`src/rtl/usr_serial_tx_controller.sv`:
```
// -----------------------------------------------------------------------------
// usr_serial_tx_controller
//
// Sequencer that sits directly in front of a universal shift register (USR).
// It accepts one parallel word per valid/ready handshake. It then parallel-loads
// the word into the USR and shifts it out one bit per clock, LSB-first or
// MSB-first. It also generates the strobes a downstream consumer uses to sample
// the USR serial output.
//
// Handshake: a word is transferred on a rising edge where Tx_Valid_In and
// Tx_Ready_Out are both high. Tx_Ready_Out is high in IDLE and in the last bit
// cycle of SHIFT, and is suppressed whenever Abort_In is high. The producer
// holds Tx_Data_In/Tx_Dir_In stable while Tx_Valid_In is high and the word has
// not yet been accepted.
//
// Ports
//   Clk_In, Reset_In         clock, asynchronous active-low reset
//   Tx_Data_In/Dir/Valid     word to send, bit order, qualifier
//   Tx_Ready_Out             a word can be accepted this cycle
//   Abort_In                 drop the word in flight, return to IDLE
//   USR_Mode_Out             0 load, 1 shift right, 2 shift left, 3 hold
//   USR_Parallel_Data_Out    word presented to the USR parallel input
//   USR_Serial_Fill_Out      constant FILL_BIT for the vacated USR end
//   Serial_Valid_Out         USR serial output carries a valid bit
//   Serial_Bit_Index_Out     index of that bit, in transmit order
//   Serial_Dir_Out           direction of the word in flight
//   Done_Out                 last bit of the word is presented
//   Busy_Out                 controller is in LOAD or SHIFT
//   State_Dbg_Out            FSM state (0 IDLE, 1 LOAD, 2 SHIFT)
// -----------------------------------------------------------------------------
module usr_serial_tx_controller #(
   parameter int unsigned DATA_WIDTH = 32,
   parameter logic        FILL_BIT   = 1'b0
) (
   input  logic                          Clk_In,
   input  logic                          Reset_In,
   input  logic [DATA_WIDTH-1:0]         Tx_Data_In,
   input  logic                          Tx_Dir_In,
   input  logic                          Tx_Valid_In,
   output logic                          Tx_Ready_Out,
   input  logic                          Abort_In,
   output logic [1:0]                    USR_Mode_Out,
   output logic [DATA_WIDTH-1:0]         USR_Parallel_Data_Out,
   output logic                          USR_Serial_Fill_Out,
   output logic                          Serial_Valid_Out,
   output logic [$clog2(DATA_WIDTH)-1:0] Serial_Bit_Index_Out,
   output logic                          Serial_Dir_Out,
   output logic                          Done_Out,
   output logic                          Busy_Out,
   output logic [1:0]                    State_Dbg_Out
);

   localparam int unsigned CW = $clog2(DATA_WIDTH);
   localparam logic [CW-1:0] CNT_LAST = CW'(DATA_WIDTH - 1);

   localparam logic [1:0] MODE_LOAD  = 2'd0;
   localparam logic [1:0] MODE_RIGHT = 2'd1;
   localparam logic [1:0] MODE_LEFT  = 2'd2;
   localparam logic [1:0] MODE_HOLD  = 2'd3;

   typedef enum logic [1:0] {
      ST_IDLE  = 2'd0,
      ST_LOAD  = 2'd1,
      ST_SHIFT = 2'd2
   } state_e;

   state_e                state_q, state_d;
   logic [CW-1:0]         cnt_q, cnt_d;
   logic [DATA_WIDTH-1:0] hold_q, hold_d;
   logic                  dir_q, dir_d;

   logic cnt_last;
   logic tx_ready;
   logic accept;

   assign cnt_last = (cnt_q == CNT_LAST);
   // The last shift cycle also accepts, so back-to-back words lose only the LOAD cycle.
   assign tx_ready = ~Abort_In & ((state_q == ST_IDLE) | ((state_q == ST_SHIFT) & cnt_last));
   assign accept   = Tx_Valid_In & tx_ready;

   // State register
   always_ff @(posedge Clk_In or negedge Reset_In) begin
      if (!Reset_In) begin
         state_q <= ST_IDLE;
         cnt_q   <= '0;
         hold_q  <= '0;
         dir_q   <= 1'b0;
      end else begin
         state_q <= state_d;
         cnt_q   <= cnt_d;
         hold_q  <= hold_d;
         dir_q   <= dir_d;
      end
   end

   // Next-state logic
   always_comb begin
      state_d = state_q;
      cnt_d   = cnt_q;
      hold_d  = hold_q;
      dir_d   = dir_q;
      if (Abort_In) begin
         state_d = ST_IDLE;
         cnt_d   = '0;
      end else begin
         case (state_q)
            ST_IDLE: begin
               if (accept) state_d = ST_LOAD;
            end
            ST_LOAD: begin
               state_d = ST_SHIFT;
               cnt_d   = '0;
            end
            ST_SHIFT: begin
               if (cnt_last) begin
                  cnt_d   = '0;
                  state_d = accept ? ST_LOAD : ST_IDLE;
               end else begin
                  cnt_d = cnt_q + CW'(1);
               end
            end
            default: begin
               state_d = ST_IDLE;
               cnt_d   = '0;
            end
         endcase
      end
      if (accept) begin
         hold_d = Tx_Data_In;
         dir_d  = Tx_Dir_In;
      end
   end

   // Output logic
   always_comb begin
      USR_Mode_Out     = MODE_HOLD;
      Serial_Valid_Out = 1'b0;
      Done_Out         = 1'b0;
      Busy_Out         = 1'b0;
      case (state_q)
         ST_LOAD: begin
            USR_Mode_Out = MODE_LOAD;
            Busy_Out     = 1'b1;
         end
         ST_SHIFT: begin
            Busy_Out         = 1'b1;
            Serial_Valid_Out = 1'b1;
            Done_Out         = cnt_last;
            // The last bit is already at the serial output; no further shift is needed.
            if (!cnt_last) USR_Mode_Out = dir_q ? MODE_LEFT : MODE_RIGHT;
         end
         default: ;
      endcase
      // Abort freezes the USR and withdraws the bit strobes in the same cycle.
      if (Abort_In) begin
         USR_Mode_Out     = MODE_HOLD;
         Serial_Valid_Out = 1'b0;
         Done_Out         = 1'b0;
      end
   end

   assign Tx_Ready_Out          = tx_ready;
   assign USR_Parallel_Data_Out = hold_q;
   assign USR_Serial_Fill_Out   = FILL_BIT;
   // cnt is zero outside SHIFT, so the index reads 0 when idle.
   assign Serial_Bit_Index_Out  = cnt_q;
   assign Serial_Dir_Out        = dir_q;
   assign State_Dbg_Out         = state_q;

endmodule

```
`config.mk`:
```
export PLATFORM = sky130hd
export DESIGN_NAME = usr_serial_tx_controller
export DESIGN_NICKNAME = d
export VERILOG_FILES = /design/src/rtl/usr_serial_tx_controller.sv
export SDC_FILE = /design/constraint.sdc
export NUM_CORES = 1
export LEC_CHECK = 0
export CORE_UTILIZATION = 40
export DETAILED_ROUTE_END_ITERATION = 12
export PLACE_DENSITY = 0.79
export SLEW_MARGIN = 20
export SYNTH_ARGS = -nofsm -noshare
export SYNTH_HDL_FRONTEND = slang
export SYNTH_SLANG_ARGS = --single-unit
```
`constraint.sdc`:
```
create_clock -name Clk_In -period 3 [get_ports Clk_In]
set_clock_uncertainty 0.2 [all_clocks]
set_input_delay 0.6 -clock Clk_In [delete_from_list [all_inputs] [get_ports Clk_In]]
set_output_delay 0.6 -clock Clk_In [all_outputs]
set_load 0.1 [all_outputs]
```
==> metrics <==
status=completed; Leak=1.175 nW; post-DP HPWL=3.163 mm; Inserted Diodes=0; final global-route overflow total=0; crit-path max FO=6; initial antenna violation count=0; worst reg2reg path startpoint=Serial_Bit_Index_Out[0]; TNS Setup=0 ns; GP Congestion=0.8170; Setup Crit Path Kind=reg -> out; CP Capture Type=output port; DR iter-0 viols=36; die width=68.39 um; final setup violation count=0; H-tree depth=2; multi-input logic area=724.4 sq um; R2R setup slack=0.66 ns; Slew HR=41.64%; largest net degree at the start of global routing=41; Peak supply drop=0.5092 mV; Nets=256; distinct cell type count after synthesis=29; max-slew violations=0; Setup crit start kind=flop; EDFF count, synth=0; hold buffers post-CTS=0; Min-Delay Path Class=in -> async; post-synthesis async set-or-reset flop share=100.0%; number of global-route vias before repair=1296; share of layout cells above drive strength 1=47.20%; 1st-pass router iterations=4; CP required=2.20 ns; pwr dens=898.9 nW/um^2; Final min period=2.884 ns; post-placement cell area=2580 sq um; cts bufs inserted=5; Post-Syn Area=1763 sq um; Global Route Usage Sum=18.14%; port bufs=82; Die H=68.39 um; IO Count=84; max-cap viol count=0; RSZ-0062 raised after global routing=false; area leader, netlist=dfrtp_1; Core Area=4115 sq um; residual DRC count=0; clk_lat worst skew=0.28 ns; worst reg-to-reg path cell count=7; Reg area=1006 sq um; row cnt=23; fin crit share=96.15%; register area share after synthesis=56.78%; worst-margin pin slew=0.8755 ns; Synth Instances=128; Area Overhead vs Synth=52.24%; Synth top area share=56.78%; flop and latch count out of synthesis=40; worst r2r dst=USR_Parallel_Data_Out[6]; Critical Path AT=2.08 ns; clk sinks=40; final hold viol count=0; drt wl/cell=15.75 um; Mean Syn Cell Area=13.77 sq um; cell area after layout=2684 sq um; CTS root buf=clkbuf_8; Vias/cell=4.909; routed via count=1296; Fillers=314; first-pass GRT wire length=5.982 mm; ys flop type=dfrtp_1; die area=4677 sq um; final antenna-violating net count=0; Synth Warn #=0; Post-Syn Nets=171; CTS tree=built; synth top area cells=dfrtp_1 (57%), mux2_2 (20%), ha_1 (4.3%), buf_6 (1.9%), mux2_1 (1.9%); clock-pin slew on the worst setup and hold paths=0.08 ns; Starting Density=42.84%; Routed WL=4.159 mm; f_max=346.7 MHz; Max clock buf depth=2
-- cells by family (layout without fill, tap and decap cells) --
| kind of cell | after synthesis | in the layout | share of synthesized area [%] |
|---|---|---|---|
| AND/OR/NAND/NOR | 24 | 24 | 8.943 |
| multiplexers | 34 | 34 | 21.72 |
| flip-flops | 40 | 40 | 56.78 |
| other | 1 | 1 | 0.2127 |
| AO/OA/AOI/OAI | 13 | 13 | 4.259 |
| buffers and inverters | 10 | 96 | 3.832 |
| adder cells (fa/ha/maj) | 6 | 6 | 4.258 |
-- synth_stat cells (all sizes together), types with 2 or more instances --
| master | n |
|---|---|
| mux2 | 34 |
| dfrtp | 40 |
| nand3 | 2 |
| nand2 | 4 |
| buf | 5 |
| nor3b | 2 |
| ha | 6 |
| or3 | 2 |
| o21ai | 3 |
| inv | 3 |
| nand2b | 2 |
| nand3b | 3 |
| clkbuf | 2 |
| a21oi | 7 |
| nor2b | 3 |
-- critical path: stages (launching register included) --
cell,delay [ns]
dfrtp_2,0.44
ha_1,0.23
and3_1,0.20
ha_2,0.23
nor2b_4,0.16
a2bb2oi_1,0.07
or2_2,0.30
buf_12,0.17
-- area by class of cell --
class	count	area share (%)
clock buffer	7	3.217
clock inverter	1	0.2797
tap	50	2.331
sequential	40	37.48
multi-input combinational	78	26.99
inverter	3	0.4196
timing repair buffer	85	29.28
-- metrics by stage --
step	power (mW)	hold slack (ns)	setup slack (ns)	utilization, %	instances
floorplan	1.754	0.1044	0.05882	-	128
global placement	2.046	0.2693	0.3288	62.69	256
detailed placement	2.065	0.2872	0.2345	62.69	256
CTS	2.430	0.2628	0.004372	65.04	264
global route	2.492	0.3037	0.04831	65.22	264
finish	2.413	0.2372	0.1155	65.22	264
-- worst max path at each step --
| stage | start | end | slack [ns] | depth (start not counted) |
|---|---|---|---|---|
| after floorplan | Serial_Bit_Index_Out[2] | USR_Mode_Out[0] | 0.06 | 5 |
| after global placement | Serial_Bit_Index_Out[0] | USR_Mode_Out[0] | 0.33 | 7 |
| after detailed placement | Serial_Bit_Index_Out[0] | USR_Mode_Out[0] | 0.23 | 7 |
| after CTS | Serial_Bit_Index_Out[0] | USR_Mode_Out[0] | 0.004 | 7 |
| after global routing | Serial_Bit_Index_Out[0] | USR_Mode_Out[0] | 0.05 | 7 |
| final | Serial_Bit_Index_Out[0] | USR_Mode_Out[0] | 0.12 | 7 |
-- per-layer routing --
metal  GRT usage (%)  routed length [um]  vias to the layer above
li1                -                   -                      611
met1           19.51                1629                      632
met2           33.82                2293                       45
met3           3.000                 148                        8
met4           8.854                  88                        0
met5               0                   0                        -
-- power breakdown --
part	switching, mW	total, mW	internal (mW)
registers	0.0635	0.714	0.650
logic	1.03	1.33	0.309
clock network	0.177	0.364	0.187
total	1.27	2.41	1.15
-- flip-flops by register name, summed over array words and instances, names as in the netlist --
signal	flops
USR_Parallel_Data_Out	32
State_Dbg_Out	2
Serial_Bit_Index_Out	5
Serial_Dir_Out	1
-- placed cells by master (no fill, tap or decap), drive strengths merged --
cell,count
o22ai,1
nor3b,2
or4,1
clkbuf,7
and3,1
nor2b,3
clkdlybuf4s50,35
conb,1
mux2,34
clkinvlp,1
buf,50
or4b,1
nand2b,2
and2,1
nor2,1
or2,1
ha,6
nand3b,3
or3,2
dfrtp,40
nand3,2
a31oi,1
inv,3
o21ai,3
a2bb2oi,1
nand2,4
a21oi,7
-- timing repair --
item	4_1_cts	5_1_grt
resized for setup	1	2
setup endpoints to repair	1	2
gates cloned	0	0
buffers inserted	0	0
Note: power is estimated with default switching activity, not from simulation.
